### src/rtl/y86_pkg.sv
// Shared Y86-64 definitions: instruction codes, fetch FSM states and the
// instruction byte-length constants used by fetch and PC-increment logic.
package y86_pkg;

  localparam logic [3:0] IHALT   = 4'h0;
  localparam logic [3:0] INOP    = 4'h1;
  localparam logic [3:0] IRRMOVQ = 4'h2;
  localparam logic [3:0] IIRMOVQ = 4'h3;
  localparam logic [3:0] IRMMOVQ = 4'h4;
  localparam logic [3:0] IMRMOVQ = 4'h5;
  localparam logic [3:0] IOPQ    = 4'h6;
  localparam logic [3:0] IJXX    = 4'h7;
  localparam logic [3:0] ICALL   = 4'h8;
  localparam logic [3:0] IRET    = 4'h9;
  localparam logic [3:0] IPUSHQ  = 4'hA;
  localparam logic [3:0] IPOPQ   = 4'hB;

  localparam logic [3:0] LEN_1  = 4'd1;
  localparam logic [3:0] LEN_2  = 4'd2;
  localparam logic [3:0] LEN_9  = 4'd9;
  localparam logic [3:0] LEN_10 = 4'd10;

  localparam int INSTR_MAX_BYTES = 10;

  typedef enum logic [1:0] {
    S_IDLE,
    S_FETCH0,
    S_FETCHN,
    S_COMPLETE
  } fetch_state_e;

endpackage

### src/rtl/instr_byte_fetcher_if.sv
// Byte-wide instruction memory read port: one request/ack handshake per byte.
interface instr_byte_fetcher_if #(
  parameter int ADDR_W = 64
);
  logic              mem_req;
  logic [ADDR_W-1:0] mem_addr;
  logic              mem_ack;
  logic [7:0]        mem_rdata;
  logic              mem_err;

  modport master (output mem_req, mem_addr, input mem_ack, mem_rdata, mem_err);
  modport slave  (input mem_req, mem_addr, output mem_ack, mem_rdata, mem_err);
endinterface

### src/rtl/instr_len_decode.sv
// Maps an icode to the total instruction length in bytes; icodes above IPOPQ
// are flagged invalid and treated as single-byte.
module instr_len_decode
  import y86_pkg::*;
(
  input  logic [3:0] icode_i,
  output logic [3:0] len_o,
  output logic       invalid_o
);

  always_comb begin
    // NOTE: every output gets a default before the case so no path leaves it
    // unassigned, which would otherwise infer a latch.
    len_o     = LEN_1;
    invalid_o = 1'b0;
    case (icode_i)
      IHALT, INOP, IRET:                 len_o = LEN_1;
      IRRMOVQ, IOPQ, IPUSHQ, IPOPQ:      len_o = LEN_2;
      IJXX, ICALL:                       len_o = LEN_9;
      IIRMOVQ, IRMMOVQ, IMRMOVQ:         len_o = LEN_10;
      default:                           invalid_o = 1'b1;
    endcase
  end

endmodule

### src/rtl/instr_byte_fetcher.sv
// Multi-cycle Y86-64 fetch front end: reads one instruction byte per memory
// handshake and assembles up to 10 bytes, byte 0 in the top octet.
module instr_byte_fetcher
  import y86_pkg::*;
#(
  parameter int MEM_SIZE = 4096,
  parameter int ADDR_W   = 64
) (
  input  logic                 clk,
  input  logic                 rst_n,
  input  logic [ADDR_W-1:0]    pc,
  input  logic                 pc_valid,
  output logic                 busy,
  instr_byte_fetcher_if.master mem,
  output logic [79:0]          instr_bytes,
  output logic [3:0]           instr_len,
  output logic                 done,
  output logic                 imem_error,
  output logic                 instr_invalid
);

  localparam logic [ADDR_W:0] ADDR_LIMIT = (ADDR_W+1)'(MEM_SIZE);

  fetch_state_e      state_q, state_d;
  logic [ADDR_W-1:0] base_q, base_d;
  logic [3:0]        idx_q, idx_d;
  logic [79:0]       bytes_q, bytes_d;
  logic [3:0]        len_q, len_d;
  logic              err_q, err_d;
  logic              inv_q, inv_d;

  logic [ADDR_W:0]   addr_wide;
  logic              addr_oob;
  logic              fetching;
  logic              take;
  logic [3:0]        dec_len;
  logic              dec_inv;

  // One extra bit keeps a wrap past 2^ADDR_W visible as out of range.
  assign addr_wide = {1'b0, base_q} + (ADDR_W+1)'(idx_q);
  assign addr_oob  = (addr_wide >= ADDR_LIMIT);
  assign fetching  = (state_q == S_FETCH0) || (state_q == S_FETCHN);

  assign mem.mem_req  = fetching && !addr_oob;
  assign mem.mem_addr = addr_wide[ADDR_W-1:0];
  assign take         = mem.mem_req && mem.mem_ack;

  instr_len_decode u_len_decode (
    .icode_i   (mem.mem_rdata[7:4]),
    .len_o     (dec_len),
    .invalid_o (dec_inv)
  );

  always_comb begin
    state_d = state_q;
    base_d  = base_q;
    idx_d   = idx_q;
    bytes_d = bytes_q;
    len_d   = len_q;
    err_d   = err_q;
    inv_d   = inv_q;

    case (state_q)
      S_IDLE: begin
        if (pc_valid) begin
          base_d  = pc;
          idx_d   = 4'd0;
          bytes_d = '0;
          err_d   = 1'b0;
          inv_d   = 1'b0;
          state_d = S_FETCH0;
        end
      end

      S_FETCH0: begin
        if (addr_oob) begin
          err_d   = 1'b1;
          len_d   = LEN_1;
          state_d = S_COMPLETE;
        end else if (take) begin
          if (mem.mem_err) begin
            err_d   = 1'b1;
            len_d   = LEN_1;
            state_d = S_COMPLETE;
          end else begin
            bytes_d[79:72] = mem.mem_rdata;
            len_d          = dec_len;
            inv_d          = dec_inv;
            if (dec_len == LEN_1) begin
              state_d = S_COMPLETE;
            end else begin
              idx_d   = 4'd1;
              state_d = S_FETCHN;
            end
          end
        end
      end

      S_FETCHN: begin
        if (addr_oob) begin
          err_d   = 1'b1;
          state_d = S_COMPLETE;
        end else if (take) begin
          if (mem.mem_err) begin
            err_d   = 1'b1;
            state_d = S_COMPLETE;
          end else begin
            for (int i = 1; i < INSTR_MAX_BYTES; i++) begin
              if (idx_q == 4'(i)) bytes_d[(INSTR_MAX_BYTES-1-i)*8 +: 8] = mem.mem_rdata;
            end
            idx_d = idx_q + 4'd1;
            if (idx_q + 4'd1 == len_q) state_d = S_COMPLETE;
          end
        end
      end

      S_COMPLETE: state_d = S_IDLE;

      default: state_d = S_IDLE;
    endcase
  end

  // NOTE: state registers use non-blocking assignments so every flop samples
  // the pre-edge value of its neighbours regardless of process order.
  always_ff @(posedge clk or negedge rst_n) begin
    if (!rst_n) begin
      state_q <= S_IDLE;
      base_q  <= '0;
      idx_q   <= '0;
      bytes_q <= '0;
      len_q   <= '0;
      err_q   <= 1'b0;
      inv_q   <= 1'b0;
    end else begin
      state_q <= state_d;
      base_q  <= base_d;
      idx_q   <= idx_d;
      bytes_q <= bytes_d;
      len_q   <= len_d;
      err_q   <= err_d;
      inv_q   <= inv_d;
    end
  end

  assign busy          = (state_q != S_IDLE);
  assign done          = (state_q == S_COMPLETE);
  assign instr_bytes   = bytes_q;
  assign instr_len     = len_q;
  assign imem_error    = err_q;
  assign instr_invalid = inv_q;

endmodule

### src/flat_wrapper.sv
// flat-port wrapper written by rule: the top's interface ports become plain ports
module instr_byte_fetcher_flat import y86_pkg::*;
#(
  parameter int MEM_SIZE = 4096,
  parameter int ADDR_W   = 64
)
  (clk, rst_n, pc, pc_valid, busy, instr_bytes, instr_len, done, imem_error, instr_invalid, mem_mem_req, mem_mem_addr, mem_mem_ack, mem_mem_rdata, mem_mem_err);
  instr_byte_fetcher_if #(.ADDR_W(ADDR_W)) mem_i ();
  input  logic clk;
  input  logic rst_n;
  input  logic [ADDR_W-1:0] pc;
  input  logic pc_valid;
  output logic busy;
  output logic [79:0] instr_bytes;
  output logic [3:0] instr_len;
  output logic done;
  output logic imem_error;
  output logic instr_invalid;
  output wire logic [$bits(mem_i.mem_req)-1:0] mem_mem_req;
  output wire logic [$bits(mem_i.mem_addr)-1:0] mem_mem_addr;
  input wire logic [$bits(mem_i.mem_ack)-1:0] mem_mem_ack;
  input wire logic [$bits(mem_i.mem_rdata)-1:0] mem_mem_rdata;
  input wire logic [$bits(mem_i.mem_err)-1:0] mem_mem_err;
  assign mem_mem_req = mem_i.mem_req;
  assign mem_mem_addr = mem_i.mem_addr;
  assign mem_i.mem_ack = mem_mem_ack;
  assign mem_i.mem_rdata = mem_mem_rdata;
  assign mem_i.mem_err = mem_mem_err;
  instr_byte_fetcher #(.MEM_SIZE(MEM_SIZE), .ADDR_W(ADDR_W)) u_core (.clk(clk), .rst_n(rst_n), .pc(pc), .pc_valid(pc_valid), .busy(busy), .mem(mem_i), .instr_bytes(instr_bytes), .instr_len(instr_len), .done(done), .imem_error(imem_error), .instr_invalid(instr_invalid));
endmodule
### config.mk
export PLATFORM = sky130hd
export DESIGN_NAME = instr_byte_fetcher_flat
export DESIGN_NICKNAME = d
export VERILOG_FILES = /design/src/rtl/y86_pkg.sv /design/src/rtl/instr_byte_fetcher_if.sv /design/src/rtl/instr_len_decode.sv /design/src/rtl/instr_byte_fetcher.sv /design/src/flat_wrapper.sv
export SDC_FILE = /design/constraint.sdc
export NUM_CORES = 1
export LEC_CHECK = 0
export CORE_ASPECT_RATIO = 2
export CORE_MARGIN = 1
export CORE_UTILIZATION = 54
export CTS_CLUSTER_DIAMETER = 60
export DETAILED_ROUTE_END_ITERATION = 12
export GPL_ROUTABILITY_DRIVEN = 0
export PLACE_DENSITY = 0.87
export RECOVER_POWER = 100
export REMOVE_ABC_BUFFERS = 1
export SETUP_SLACK_MARGIN = 0.3
export SYNTH_ARGS = -nofsm -noshare
export SYNTH_HDL_FRONTEND = slang
export SYNTH_SLANG_ARGS = --single-unit
### constraint.sdc
create_clock -name clk -period 8 [get_ports clk]
set_input_delay 0.8 -clock clk [delete_from_list [all_inputs] [get_ports clk]]
set_output_delay 0.8 -clock clk [all_outputs]
set_load 0.005 [all_outputs]
Word-level counts from Yosys, hierarchy flattened:

Cells that the tools add are included.

* register bits: 156
* input bits: 77
* output and inout bits: 153
* word-level logic and storage cells: 149

* $add $sub $neg: 2
* order comparisons: 1
* equal/unequal tests: 47
* multiplexer cells: 51
* reduce and logical (&&, ||, !) cells: 32

Operators by type and width (count)
* 2-to-1 mux 72 bit: 3
* one-hot mux 72 bit (2 select lines): 1
* 2-to-1 mux 8 bit: 12
* 2-to-1 mux 80 bit: 1
* adder 64 x 4 -> 65 bit: 1
* >= comparator 65 x 13 -> 1 bit, second input constant: 1
* AND reduction 6 bit: 9
* 2-to-1 mux 4 bit: 11
* == test 4 x 3 -> 1 bit, second input constant: 8
* != test 2 bit, second input constant: 15
* == test 4 bit, second input constant: 6
* one-hot mux 4 bit (3 select lines): 2
* == test 4 x 2 -> 1 bit, second input constant: 4
* one-hot mux 8 bit (2 select lines): 1
* 2-to-1 mux 2 bit: 7
* == test 4 x 1 -> 1 bit, second input constant: 3
* != test 3 x 1 -> 1 bit, second input constant: 4
* OR reduction 12 bit: 1
* 2-to-1 mux 1 bit: 10
* nonzero test 2 bit: 5
* AND reduction 9 bit: 1
* one-hot mux 2 bit (4 select lines): 1
* AND reduction 4 bit: 2
* AND reduction 5 bit: 1
* other kinds (17): 23

Depth between registers and ports, before layout:

* word-level depth: 9
* gate-level depth with buffers: 15
* mapped depth without buffers: 13

Hierarchy:

Synthesis repeated with hierarchy kept, for this count alone.

* cells, all modules: 922
* area total of the unflattened synthesis: 9105.0 um2

Modules (own cells, without submodules)
* instr_byte_fetcher: instances 1, cells an instance 912, area each 9029.9 um2, seq. area each 3903.7 um2
* instr_len_decode: instances 1, cells an instance 10, area each 75.1 um2, seq. area each 0.0 um2

Worst setup path before layout:

No wires, ideal clock.

* path kind: reg-to-output
* start: register u_core.idx_q[0]
* end: output port mem_mem_req
* arrival: 3.766 ns
* required time: 7.200 ns
* slack: 3.434 ns
* cell stages (with the launch flop): 14
* path buffers: 1
* cells stage by stage: dfrtp_1 -> ha_1 -> inv_1 -> fa_1 -> nor2b_1 -> o211ai_2 -> nor4b_4 -> xnor2_1 -> or4_1 -> or4_4 -> nor4_4 -> nand3_4 -> buf_6 -> nor2_1

* cells in the longest elaborated chain, start to end: 4

RTL lines
* from (decl): line instr_byte_fetcher.sv:26 `logic [3:0] idx_q, idx_d;`
* from (signal assigned): line instr_byte_fetcher.sv:137 `idx_q <= idx_d;`
* adder 64 x 4 -> 65 bit: line instr_byte_fetcher.sv:40 `assign addr_wide = {1'b0, base_q} + (ADDR_W+1)'(idx_q);`
* via mem_mem_addr[34]: line flat_wrapper.sv:20 `output wire logic [$bits(mem_i.mem_addr)-1:0] mem_mem_addr;`
* >= comparator 65 x 13 -> 1 bit: line instr_byte_fetcher.sv:41 `assign addr_oob = (addr_wide >= ADDR_LIMIT);`
* zero test 1 bit: line instr_byte_fetcher.sv:44 `assign mem.mem_req = fetching && !addr_oob;`
* logical AND 1 bit: line instr_byte_fetcher.sv:44
* to (decl): line flat_wrapper.sv:19 `output wire logic [$bits(mem_i.mem_req)-1:0] mem_mem_req;`

The timed path passes the listed nets, and every way through them passes these cells.

Worst setup path in the final report:

* start: register u_core.idx_q[0]
* end: output port mem_mem_req

* cells in the longest elaborated chain, start to end: 4

RTL lines (line)
* adder 64 x 4 -> 65 bit: instr_byte_fetcher.sv:40
* >= comparator 65 x 13 -> 1 bit: instr_byte_fetcher.sv:41
* zero test 1 bit: instr_byte_fetcher.sv:44
* logical AND 1 bit: instr_byte_fetcher.sv:44

Every way passes these cells.

==> results.tsv <==
metric	value	unit
status	complete, but fails checks	
failing checks	max-capacitance violations, max-slew violations	
Syn Inst Count	899	
Distinct cells, synth	73	
Initial Util	54.9	%
met3 Usage GRT	8.37	%
DR vias/cell	5.95	
synthesized area	0.00916	mm²
ys async rst share	100	%
Vias	7895	
RSZ-0062 raised after global routing	no	
#FFs+latches synth	155	
Pwr Density	287	mW/mm²
Pre-antenna DRT Iters	7	
Max H-tree Level	4	
Critical Path AT	5.82	ns
post-synthesis sequential area ratio	42.3	%
first-pass GRT wire length	42900	µm
final hold viol count	0	
Leakage	5.10	nW
Worst R2R Setup Slack	1.58	ns
antenna violations before repair	0	
DRT iter0 DRCs	372	
Num CTS Buffers	17	
simple logic cell fraction of the synthesized area	22.2	%
layout cells sized above 1	11.2	%
post-CTS resize count	0	
RR Endpoint	u_core.instr_bytes[53]$_DFFE_PN0P_	
Hold EP	u_core.base_q[3]$_DFFE_PN0P_	
final setup skew	0.0101	ns
Clock transition at path regs	0.07	ns
slowest stage delay, CP	0.62	ns
relative slew slack	-161	%
area grow syn2layout	30.2	%
xor/xnor share of the synthesized area	5.93	%
Slew @ Worst Pin	3.91	ns
deepest clock path buffer count	2	
Sequential Area	0.00388	mm²
Worst VDD drop	152	µV
Fin Setup TNS	0	ns
type of origin of the critical path	register	
Die Area	0.0175	mm²
crit path max fanout	17	
Post-DP HPWL	21100	µm
Antenna diodes	0	
vias in the first global route	8125	
WL/cell	21.1	µm
Max Cap Viol	11	
chip width	94.1	µm
mux share of post-synthesis cell area	18.4	%
number of remaining DRC errors	0	
Core ar.	0.0167	mm²
total gr overflow	0	
num rows	67	
Syn Area/Cell	10.2	µm²
GRT Resource Usage Total	33.1	%
fillers	1216	
WP data required	7.20	ns
worst-skew pair later-pin latency	0.44	ns
post-CTS setup buffer count	0	
clock sink count	155	
Synth Area in Adders	2.10	%
fin nets	1198	
M1 GR Usage	31.2	%
CTS tree	done	
total power draw	0.00342	W
synth warn	0	
R2R depth	13	
busiest grt layer	met2	
GR Util met2	61.4	%
largest net degree at the start of global routing	84	
number of synthesized flops with an enable pin	0	
DP Worst Slack	2.46	ns
Final Critical Period	6.62	ns
CP Capture Type	output port	
DRT antenna net count	0	
Synth Flop Type	dfrtp_1	
largest family of logic cells by synthesized area	simple AND/OR/NAND/NOR gates	
Hold WC Path Type	register to register	
complex-gate fraction of the synthesized area	5.42	%
Final setup viols	0	
port bufs	228	
Die Ht	186	µm
Post-CTS Hold Fix Bufs	0	
multi-input logic area	0.00481	mm²
CP Cell Sequence	ha_1 > inv_1 > fa_1 > nor2b_1 > o211ai_1 > nor4b_1 > xnor2_1 > or4_1 > or4_2 > nor4_1 > nand3_4 > nor2_1 > dlygate4sd3_1	
Post-Route WL	28000	µm
r2r startpoint	u_core.idx_q[0]$_DFFE_PN0P_	
synth top area cells	dfrtp_1 42%, mux2i_1 10%, mux2_2 8.4%	
Synth top area share	42.3	%
final period utilization	82.8	%
max-slew violation count	287	
Hold Path Depth	1	
Worst path slowest cell	nor4_1	
IO Pins	230	
f_max	0.151	GHz
clock tree root driver cell	clkbuf_16	
Final WS setup	1.38	ns
path type of the worst setup path	register to output port	
hold_sp	u_core.base_q[3]$_DFFE_PN0P_	
Synth area leader	dfrtp_1	
## cell usage after synthesis (all sizes together), types with 6 or more instances
library cell / instances
a21oi: 8
and2: 8
and3: 15
buf: 19
clkbuf: 23
dfrtp: 155
ha: 13
inv: 28
mux2: 68
mux2i: 92
nand2: 134
nand3: 32
nand4: 27
nor2: 44
nor2b: 6
nor3: 32
nor4: 11
o21ai: 14
or2: 12
or3: 11
or4: 8
xnor2: 34
xor2: 28
## per-stage QoR
stage	instance area, µm²	hold slack, ns	instances	util, %
global route	11900	0.540	1327	71.5
detailed placement	11500	0.505	1295	69.1
global placement	11500	0.492	1295	69.1
finish	11900	0.515	1327	71.5
CTS	12100	0.406	1327	72.6
floorplan	8960	0.480	857	-
## per-layer routing
metal	vias up	part of all wire (%)
met5	-	0
met4	0	6.2
met3	119	7.0
met2	377	55
met1	3806	32
li1	3593	-
## worst max-delay path by stage
stage,from,end,slack (ns),depth (start not counted)
4_1_cts,u_core.idx_q[0]$_DFFE_PN0P_,mem_mem_req,2.02,13
3_3_place_gp,u_core.idx_q[0]$_DFFE_PN0P_,mem_mem_req,2.63,13
3_5_place_dp,u_core.idx_q[0]$_DFFE_PN0P_,mem_mem_req,2.46,13
2_1_floorplan,u_core.idx_q[0]$_DFFE_PN0P_,mem_mem_req,3.50,12
5_1_grt,u_core.idx_q[0]$_DFFE_PN0P_,mem_mem_req,1.13,13
6_report,u_core.idx_q[0]$_DFFE_PN0P_,mem_mem_req,1.38,13
## layout make-up
| class | instances | area share (%) |
|---|---|---|
| Clock inverter | 14 | 1.12 |
| Timing Repair Buffer | 231 | 19.2 |
| Clock buffer | 18 | 3.68 |
| Multi-Input combinational cell | 669 | 40.3 |
| Tap cell | 207 | 2.17 |
| Inverter | 33 | 1.04 |
| Sequential cell | 155 | 32.5 |
## worst max-delay path, delay by kind of cell, from the launching register on
kind	cells	cell delay, ns
simple gates	7	3.08
compound gates	1	0.32
fa+ha+maj	2	0.65
flops	1	0.49
buf+inv	2	0.66
xor+xnor	1	0.16
## power breakdown
group	switching [W]	internal (W)	total [W]
combinational	0.000626	0.000692	0.00132
clock	0.000359	0.000444	0.000803
sequential	0.000342	0.000958	0.00130
## flip-flops by register name (all words and copies together) (netlist names)
| register | cells |
|---|---|
| u_core.instr_bytes | 80 |
| u_core.idx_q | 4 |
| u_core.instr_invalid | 1 |
| u_core.imem_error | 1 |
| u_core.base_q | 64 |
| u_core.instr_len | 3 |
| u_core.state_q | 2 |
## layout by cell type (no fill, tap or decap), drive strengths merged, types with 12 or more instances in the layout
cell           count
o21ai             14
nor2              44
clkdlybuf4s50     79
xor2              28
nand2            134
or2               12
ha                13
inv               35
and3              15
dfrtp            155
mux2i             92
mux2              68
xnor2             34
nor3              32
nand4             27
dlygate4sd3      148
clkbuf            21
nand3             32
## logic make-up (layout without fill, tap and decap cells)
logic type,after synthesis,after routing
flops,155,155
buf+inv,75,296
simple gates,362,362
fa+ha+maj,15,15
mux,160,160
compound gates,69,69
xor+xnor,62,62
other cells,1,1
Power figures use the tool's default switching activity.
